File: src/rtl/ctrl_input_conditioner_if.sv
// Pushbutton/switch conditioner bus: raw board inputs, PIO acks and sticky events.
interface ctrl_input_conditioner_if;
    logic [4:0] btn_n;
    logic       sw_manual;
    logic       continue_ack;
    logic [1:0] left_right_ack;
    logic [1:0] up_down_ack;
    logic       continue_evt;
    logic [1:0] left_right_evt;
    logic [1:0] up_down_evt;
    logic       manual_auto;

    // Board/PIO side: drives raw inputs and acks, observes events
    modport master (
        output btn_n, sw_manual, continue_ack, left_right_ack, up_down_ack,
        input  continue_evt, left_right_evt, up_down_evt, manual_auto
    );

    // Conditioner side
    modport slave (
        input  btn_n, sw_manual, continue_ack, left_right_ack, up_down_ack,
        output continue_evt, left_right_evt, up_down_evt, manual_auto
    );
endinterface

File: src/rtl/ctrl_input_conditioner.sv
// Synchronizes and debounces 5 active-low pushbuttons and a mode switch,
// turning press edges into sticky, level-acked events for the PIO in_ports.
// Optional macro CTRL_INPUT_CONDITIONER_AUTOREPEAT_EN adds held-button
// autorepeat on left/right/up/down.
module ctrl_input_conditioner #(
    parameter int unsigned DEBOUNCE_CYCLES = 500000,
    parameter int unsigned REPEAT_DELAY    = 25000000,
    parameter int unsigned REPEAT_PERIOD   = 10000000
) (
    input logic                     clk_clk,
    input logic                     reset_reset,
    ctrl_input_conditioner_if.slave bus
);
    localparam int unsigned N_IN  = 6;
    localparam int unsigned N_BTN = 5;
    localparam int unsigned CNT_W = $clog2(DEBOUNCE_CYCLES + 1);
    localparam logic [CNT_W-1:0] CNT_LAST = CNT_W'(DEBOUNCE_CYCLES - 1);
    // Released raw levels: buttons idle high, switch idle low (auto)
    localparam logic [N_IN-1:0] SYNC_IDLE = 6'b01_1111;
    localparam logic [N_IN-1:0] BTN_INV   = 6'b01_1111;

    logic [N_IN-1:0]  sync1;
    logic [N_IN-1:0]  sync2;
    logic [N_IN-1:0]  level_c;
    logic [N_IN-1:0]  flip_c;
    logic [N_IN-1:0]  deb;
    logic [CNT_W-1:0] cnt [N_IN];
    logic [N_BTN-1:0] press_c;
    logic [N_BTN-1:0] rpt_c;
    logic [N_BTN-1:0] set_q;
    logic [N_BTN-1:0] evt;
    logic [N_BTN-1:0] ack_c;

    // Two-flop synchronizer on raw inputs, {switch, buttons}
    always_ff @(posedge clk_clk) begin
        if (reset_reset) begin
            sync1 <= SYNC_IDLE;
            sync2 <= SYNC_IDLE;
        end else begin
            sync1 <= {bus.sw_manual, bus.btn_n};
            sync2 <= sync1;
        end
    end

    assign level_c = sync2 ^ BTN_INV;
    assign press_c = flip_c[N_BTN-1:0] & level_c[N_BTN-1:0];
    assign ack_c   = {bus.up_down_ack, bus.left_right_ack, bus.continue_ack};

    // Debounced value adopts the synced level on the last mismatching cycle
    always_comb begin
        flip_c = '0;
        for (int i = 0; i < N_IN; i++) begin
            flip_c[i] = (level_c[i] != deb[i]) && (cnt[i] >= CNT_LAST);
        end
    end

    // Per-input mismatch counters; the >= compare keeps them from wrapping
    always_ff @(posedge clk_clk) begin
        if (reset_reset) begin
            deb <= '0;
            for (int i = 0; i < N_IN; i++) cnt[i] <= '0;
        end else begin
            for (int i = 0; i < N_IN; i++) begin
                if (level_c[i] == deb[i]) begin
                    cnt[i] <= '0;
                end else if (flip_c[i]) begin
                    deb[i] <= level_c[i];
                    cnt[i] <= '0;
                end else begin
                    cnt[i] <= cnt[i] + CNT_W'(1);
                end
            end
        end
    end

`ifdef CTRL_INPUT_CONDITIONER_AUTOREPEAT_EN
    localparam int unsigned N_DIR   = 4;
    localparam int unsigned RPT_MAX = (REPEAT_DELAY > REPEAT_PERIOD) ? REPEAT_DELAY : REPEAT_PERIOD;
    localparam int unsigned RPT_W   = $clog2(RPT_MAX + 1);
    localparam logic [RPT_W-1:0] DLY_LAST = RPT_W'(REPEAT_DELAY - 1);
    localparam logic [RPT_W-1:0] PER_LAST = RPT_W'(REPEAT_PERIOD - 1);

    logic [RPT_W-1:0] rpt_cnt [N_DIR];
    logic [N_DIR-1:0] rpt_first;

    // Repeat fires when the held timer reaches the delay (first) or period
    always_comb begin
        rpt_c = '0;
        for (int j = 0; j < N_DIR; j++) begin
            rpt_c[j+1] = deb[j+1] &&
                         (rpt_cnt[j] >= (rpt_first[j] ? DLY_LAST : PER_LAST));
        end
    end

    // Hold timers for the four direction buttons; release restarts them
    always_ff @(posedge clk_clk) begin
        if (reset_reset) begin
            rpt_first <= '1;
            for (int j = 0; j < N_DIR; j++) rpt_cnt[j] <= '0;
        end else begin
            for (int j = 0; j < N_DIR; j++) begin
                if (!deb[j+1]) begin
                    rpt_cnt[j]   <= '0;
                    rpt_first[j] <= 1'b1;
                end else if (rpt_c[j+1]) begin
                    rpt_cnt[j]   <= '0;
                    rpt_first[j] <= 1'b0;
                end else begin
                    rpt_cnt[j] <= rpt_cnt[j] + RPT_W'(1);
                end
            end
        end
    end
`else
    assign rpt_c = '0;
`endif

    // Sticky events: a set lands one cycle after the debounced edge and beats ack
    always_ff @(posedge clk_clk) begin
        if (reset_reset) begin
            set_q <= '0;
            evt   <= '0;
        end else begin
            set_q <= press_c | rpt_c;
            evt   <= set_q | (evt & ~ack_c);
        end
    end

    assign bus.continue_evt   = evt[0];
    assign bus.left_right_evt = evt[2:1];
    assign bus.up_down_evt    = evt[4:3];
    assign bus.manual_auto    = deb[5];
endmodule
File: src/flat_wrapper.sv
// flat-port wrapper written by rule: the top's interface ports become plain ports
module ctrl_input_conditioner_flat 
#(
    parameter int unsigned DEBOUNCE_CYCLES = 500000,
    parameter int unsigned REPEAT_DELAY    = 25000000,
    parameter int unsigned REPEAT_PERIOD   = 10000000
)
  (clk_clk, reset_reset, bus_btn_n, bus_sw_manual, bus_continue_ack, bus_left_right_ack, bus_up_down_ack, bus_continue_evt, bus_left_right_evt, bus_up_down_evt, bus_manual_auto);
  ctrl_input_conditioner_if bus_i ();
  input logic clk_clk;
  input logic reset_reset;
  input wire logic [$bits(bus_i.btn_n)-1:0] bus_btn_n;
  input wire logic [$bits(bus_i.sw_manual)-1:0] bus_sw_manual;
  input wire logic [$bits(bus_i.continue_ack)-1:0] bus_continue_ack;
  input wire logic [$bits(bus_i.left_right_ack)-1:0] bus_left_right_ack;
  input wire logic [$bits(bus_i.up_down_ack)-1:0] bus_up_down_ack;
  output wire logic [$bits(bus_i.continue_evt)-1:0] bus_continue_evt;
  output wire logic [$bits(bus_i.left_right_evt)-1:0] bus_left_right_evt;
  output wire logic [$bits(bus_i.up_down_evt)-1:0] bus_up_down_evt;
  output wire logic [$bits(bus_i.manual_auto)-1:0] bus_manual_auto;
  assign bus_i.btn_n = bus_btn_n;
  assign bus_i.sw_manual = bus_sw_manual;
  assign bus_i.continue_ack = bus_continue_ack;
  assign bus_i.left_right_ack = bus_left_right_ack;
  assign bus_i.up_down_ack = bus_up_down_ack;
  assign bus_continue_evt = bus_i.continue_evt;
  assign bus_left_right_evt = bus_i.left_right_evt;
  assign bus_up_down_evt = bus_i.up_down_evt;
  assign bus_manual_auto = bus_i.manual_auto;
  ctrl_input_conditioner #(.DEBOUNCE_CYCLES(DEBOUNCE_CYCLES), .REPEAT_DELAY(REPEAT_DELAY), .REPEAT_PERIOD(REPEAT_PERIOD)) u_core (.clk_clk(clk_clk), .reset_reset(reset_reset), .bus(bus_i));
endmodule
File: config.mk
export PLATFORM = sky130hd
export DESIGN_NAME = ctrl_input_conditioner_flat
export DESIGN_NICKNAME = d
export VERILOG_FILES = /design/src/rtl/ctrl_input_conditioner_if.sv /design/src/rtl/ctrl_input_conditioner.sv /design/src/flat_wrapper.sv
export SDC_FILE = /design/constraint.sdc
export NUM_CORES = 1
export LEC_CHECK = 0
export ABC_AREA = 1
export CAP_MARGIN = 0
export CORE_ASPECT_RATIO = 1.4
export CORE_UTILIZATION = 57
export DETAILED_ROUTE_END_ITERATION = 16
export GPL_TIMING_DRIVEN = 0
export PLACE_DENSITY_LB_ADDON = 0.08
export SLEW_MARGIN = 5
export SYNTH_ARGS = -nofsm -noshare
export SYNTH_HDL_FRONTEND = slang
export SYNTH_SLANG_ARGS = --single-unit
File: constraint.sdc
create_clock -name clk_clk -period 1.6 [get_ports clk_clk]
set_input_delay 0.24 -clock clk_clk [delete_from_list [all_inputs] [get_ports clk_clk]]
set_output_delay 0.24 -clock clk_clk [all_outputs]
set_load 0.02 [all_outputs]
Yosys cells after proc, flatten, opt, wreduce, memory -nomap -nowiden
Memory sizes are Yosys's and may differ from the RTL's.
Index checks and enable logic that the tools add are counted.
Operators by class
  multiplexer cells: 86
  eq/ne operators: 12
  add/subtract/negate cells: 6
  bitwise operators: 29
  reductions and logical operators: 12
  order comparisons: 6
Operators with widths (number)
  two-way mux 19 bit: 18
  adder 19 x 1 -> 19 bit (second input constant): 6
  greater-or-equal comparator 19 bit (second input constant): 6
  two-way mux 1 bit: 68
  OR 1 bit: 18
  AND reduction 2 bit: 6
  bitwise AND 5 bit: 2
  inverter 5 bit: 2
  == test 1 bit: 6
  logical AND 1 bit: 6
  inequality test 1 bit: 6
  inverter 1 bit: 6
  OR 5 bit: 1
Word-level totals
  bits in registers: 28
  output and inout port bits: 6
  input bits: 13
  memory bits (writable): 114
  memories: 1
Memories
  u_core.cnt: depth 6, width 19, read ports 6, clocked after Yosys merged registers in 0, wr ports 6, line ctrl_input_conditioner.sv:27  | logic [CNT_W-1:0] cnt [N_IN];

Longest topological paths before layout
  word-level depth: 9
  gate-level depth with buffers: 11
  depth with buffers taken out: 11

Worst setup path before layout
OpenSTA, ideal clock, no wires.
  kind: reg2reg
  start point: mem u_core.cnt[0][38] (netlist bit)
  end point: mem u_core.cnt[0][44] (netlist bit) (data pin)
  setup slack: -0.102 ns
  cell stages (with the launch flop): 12
  buffers on the path: 1
  data arrival time: 1.446 ns
  cells stage by stage: edfxtp_1 ha_1 nand2_1 nor2_1 nand2_1 nor2_1 nor2_2 nand2_2 inv_2 nand2_4 buf_8 nor2_1
RTL lines (line)
  from (decl): ctrl_input_conditioner.sv:27

==> out/metrics.cfg <==
[status]
outcome=finished, violations left
violations=setup timing

[place]
dp_cells=1301
dpl-instance-area_um2=9030
portBuffers=18
preCtsSetupSlack_ns=-0.447
gp_congestion=0.853
dp_hpwl_mm=11.0

[route]
num_vias=8071
drt-total-wl_mm=24.7
post_drt_wl_per_cell_um=16.3
drt_iter0_markers=561
detail-route-antenna-nets=0
via_per_inst=5.34
first_pass_iters=7
drc=0

[layout]
design_area_um2=12300
drive_gt1_frac=0.377
diodes=0
area_growth_pct=51.1
nNetsFinal=1333
final_cells=1512

[worst_setup_path]
crit_arrival_ns=2.05
crit_path_max_fanout=6
worstSetupPathType=reg -> reg
worstPathRequired_ns=1.78
worstSetupEndpointType=flip-flop
cp-start-kind=flip-flop

[sta]
period_minus_slack_ns=1.88
rsz0062_at_grt=true
tightest_slew_ns=0.689
finalSetupViolCount=119
slew_violations=0
hold_violations=0
holdWs_ns=0.345
clock_skew_ns=0.00915
fmax_mhz=533
fin_ws_ns=-0.276
post-route-period-util=1.17
slew_headroom=0.541

[logic_synthesis]
syn-cell-area_um2=8150
yosysWarningCount=0
synth_top_area_frac=0.420
synthArstFlopShare=0
synthTopCellsByArea=edfxtp_1 42%, nand2_1 8.6%, nor2_1 8.6%
synth_seq_cells=142
ys_dominant_reg_cell=edfxtp_1
ys_seq_area_frac=0.489
yosys.area.top_type=edfxtp_1
synthCells=985
yosysUniqueCellTypes=38
synth_edf_count=114
syn_avg_cell_area_um2=8.27

[die]
rows=51
die_h_um=143
ios=19
initial_core_util=0.586
fp.dieW_um=103
die_area_um2=14800
core_um2=13900

[clocking]
cts_tree=yes
clkTransAtPathRegs_ns=0.06
cts-root-buf=clkbuf_16
cts.sinks=142
cts_buffers=17
cts_buffer_depth=2
h-tree-depth=4
clock_latency_ns=0.43
holdBufCountCts=0

[grt]
use_met3=0.0428
grt_overflow_total=0
grt_max_degree=17
met2_usage=0.505
top_usage_layer=met2
met1_usage=0.281
grt_pass1_wl_mm=30.5
antenna_found_initial=0
grt_pass1_vias=7022
grt_usage=0.269

[power]
switching_share=0.244
power.internal_mw=6.95
powerDensity_nw_per_um2=747
power_frac_comb=0.096
ir_drop_mv=0.733
p_leak_nw=5.06
seqPwrFrac=0.466
switchingPower_mw=2.24
clockPowerShare=0.438

[flow_run]
max_cap_viol_count=0

[min_path]
hp-class=in -> reg

## what timing repair did
item                                    4_1_cts  5_1_grt
cloned                                       10        0
pin swaps                                    59       85
endpoints found under the setup margin      120      125
setup buffers                                88       92
gates resized for setup                     122      218
## registers in the layout, indices dropped and copies added (netlist names)
name,flops
u_core.deb,6
u_core.sync1,6
u_core.cnt,114
u_core.set_q,5
u_core.sync2,6
u_core.evt,5
## synthesized netlist by cell type, types with 25 or more instances
library cell  count
nor2_1          186
a21oi_1          42
nand4_1          25
nor3_1           39
nand2_1         187
dfxtp_1          28
inv_1           133
edfxtp_1        114
nor2_2           28
nand3_1          51
xor2_1           50
## power by group through the flow
stage | logic [mW] | clock network, mW | registers [mW]
after global routing | 0.954 | 4.18 | 4.29
after floorplan | 0.353 | 0 | 4.31
after CTS | 0.620 | 4.01 | 4.26
after detailed placement | 0.443 | 0 | 4.35
final | 0.883 | 4.03 | 4.28
after global placement | 0.438 | 0 | 4.34
## metrics by stage
stage                     power, mW  utilization  TNS [ns]
final                          9.19        0.885    -18.65
after detailed placement       4.79        0.649    -30.78
after global routing           9.43        0.885    -28.58
after floorplan                4.66            -    -0.703
after global placement         4.78        0.649    -27.97
after CTS                      8.89        0.784     -5.57
## cell families after synthesis
logic type | Yosys count | share of synthesized area
compound gates | 61 | 0.0390
xor+xnor | 64 | 0.0688
fa+ha+maj | 6 | 0.00921
buf+inv | 144 | 0.0723
flops | 142 | 0.489
other cells | 1 | 0.000460
simple gates | 567 | 0.321
## final timing paths
kind	start	endpoint	slack (ns)	depth (start not counted)
hold reg to reg	u_core.sync1[1]$_SDFF_PP1_	u_core.sync2[1]$_SDFF_PP1_	0.41	1
hold / removal	bus_sw_manual	u_core.sync1[5]$_SDFF_PP0_	0.35	3
setup reg to reg	u_core.cnt[0][64]$_SDFFCE_PN0P_	u_core.cnt[0][64]$_SDFFCE_PN0P_	-0.28	9
setup / recovery	u_core.cnt[0][64]$_SDFFCE_PN0P_	u_core.cnt[0][64]$_SDFFCE_PN0P_	-0.28	9
## placed cells by master (no fill, tap or decap), types with 21 or more instances in the layout
| cell | synthesis | layout |
|---|---|---|
| inv_1 | 133 | 117 |
| nor2_1 | 186 | 101 |
| dfxtp_1 | 28 | 28 |
| nand4_1 | 25 | 25 |
| edfxtp_1 | 114 | 114 |
| nor3_1 | 39 | 21 |
| xor2_1 | 50 | 47 |
| nor2_2 | 28 | 56 |
| nand2_1 | 187 | 151 |
| a21oi_2 | 1 | 25 |
| nand2_2 | 8 | 34 |
| buf_6 | 5 | 29 |
| nand3_1 | 51 | 32 |
| conb_1 | 1 | 114 |
| nor2_4 | 5 | 62 |
| buf_4 | 0 | 139 |
## per-layer routing
layer	up-vias	routed length, um	part of all wire
met2	374	13400	0.54
met1	3818	8650	0.35
met5	-	0	0
met3	127	1210	0.049
met4	0	1380	0.056
li1	3752	-	-
## worst max-delay path, stage by stage, from the launching register on
cell and delay (ns):
edfxtp_1 0.48, inv_2 0.13, nand2_2 0.08, nor2_2 0.21, nand3_2 0.14, nand2_2 0.10, nand2_4 0.07, nand4_4 0.18
buf_8 0.18, nor2_4 0.05
## final cells by class
type	count	area [um^2]
timing repair buffer	193	1700
fill	631	1600
sequential	142	3980
buffer	8	95.1
clock buffer	21	482
multi-input combinational	816	5190
clock inverter	11	113
inverter	136	513
tap	185	231
No activity file was read; power rests on OpenSTA's default activity.
==> RTL change, RTL diff (same flow settings) <==
Build with the macro `CTRL_INPUT_CONDITIONER_AUTOREPEAT_EN` defined.
--- a/src/rtl/ctrl_input_conditioner.sv
+++ b/src/rtl/ctrl_input_conditioner.sv
@@ -2,6 +2,8 @@
 // turning press edges into sticky, level-acked events for the PIO in_ports.
 // Optional macro CTRL_INPUT_CONDITIONER_AUTOREPEAT_EN adds held-button
 // autorepeat on left/right/up/down.
+`define CTRL_INPUT_CONDITIONER_AUTOREPEAT_EN
+
 module ctrl_input_conditioner #(
     parameter int unsigned DEBOUNCE_CYCLES = 500000,
     parameter int unsigned REPEAT_DELAY    = 25000000,
Behaviour: no difference found for any inputs over 10 cycles, from zero or initial values and one cycle with reset_reset high; that may be too few to reach the edited logic, so the function may still have changed.
==> RTL change against the unedited design <==
- area after synthesis grew 98%
- sequential share of layout area down 1.7 points
- routed wire length up 87%
- sequential cell count rose by 104
- the run still ends with setup timing left
- final area grew 88%
- worst setup slack worse by 0.16 ns
- power grew 63%
- count of clock-buffer cells in the layout is 8 higher
- sequential power rose by 75%
==> RTL change: results (changes against the unedited design) <==
[layout]
multi_input_area_share_pct = 48.6  ; was 42.2%
nMultiInputCombCells = 1771  ; was 816
nClkBuffers = 29  ; was 21
fillerInstances = 1688  ; was 631
buf_share_pct = 10.6  ; was 14.6%
nNonClkBuffers = 268  ; was 201

[placed_design]
preCtsSetupSlack_ns = -0.526  ; was -0.447 ns
gp_congestion = 0.950  ; was 0.853
post_dp_cell_area_um2 = 18100  ; was 9030 um^2
port_buffers = 17  ; was 18
hpwlAfterDp_um = 25800  ; was 11000 um

[timing]
maxSlewHeadroom_pct = 40.0  ; was 54.1%
fin_setup_tns_ns = -55.98  ; was -18.65 ns
setup_slack_ns = -0.437  ; was -0.276 ns
setup_viol = 226  ; was 119

[min_path]
min_from = reset_reset  ; was bus_sw_manual

[outcome]
status = complete, but fails checks  ; unchanged
violations = setup timing  ; unchanged

[clock_network]
clk_path_buf_depth = 3  ; was 2
htree_levels = 1  ; was 4

[synth]
synth_cell_types = 40  ; was 38
synth-edff-count = 214  ; was 114
ys_top_cells_by_count = 508 x nand2_1, 437 x nor2_1, 259 x inv_1, 214 x edfxtp_1, 113 x nand3_1  ; was 187 x nand2_1, 186 x nor2_1, 133 x inv_1, 114 x edfxtp_1, 51 x nand3_1

[setup_path]
critPathCapture = u_core.rpt_cnt[3][9]  ; was u_core.cnt[0][64]
cp.arrival_ns = 2.31  ; was 2.05 ns

[drt]
wl_um = 46100  ; was 24700 um
drtIter0Drc = 823  ; was 561
wl_met3_um = 2260  ; was 1210 um

[pwr]
peakVddDrop_mv = 0.934  ; was 0.733 mV

-- RTL change: cell types whose count changed after synthesis, sizes merged, moves of 13 or more --
cell,delta
buf,+13
edfxtp,+100
ha,+56
inv,+124
nand2,+313
nand3,+62
nand3b,+23
nand4,+23
nor2,+232
nor3,+54
xnor2,+42
xor2,+34
-- RTL change: critical path, cell delays in order, from the launching register on --
cell and delay [ns]:
dfxtp_4 0.42, buf_6 0.15, ha_1 0.29, inv_1 0.06, nor2_2 0.11, nand3_2 0.11
nor2_4 0.12, nand2_2 0.07, nand4_4 0.18, clkbuf_16 0.19, nor3_2 0.04
-- RTL change: power groups by stage --
stage	clock network (uW)	logic (uW)	registers (uW)
finish	6120	1430	7470
global route	6430	1560	7490
CTS	6180	1080	7430
detailed placement	0	804	7590
global placement	0	787	7580
floorplan	0	650	7510
-- RTL change: timing repair --
action	CTS	global route
pin swaps	82	107
hold endpoints to repair	0	0
resized for setup	267	326
setup buffers	138	78
cloned	12	5
endpoints found under the setup margin	228	228
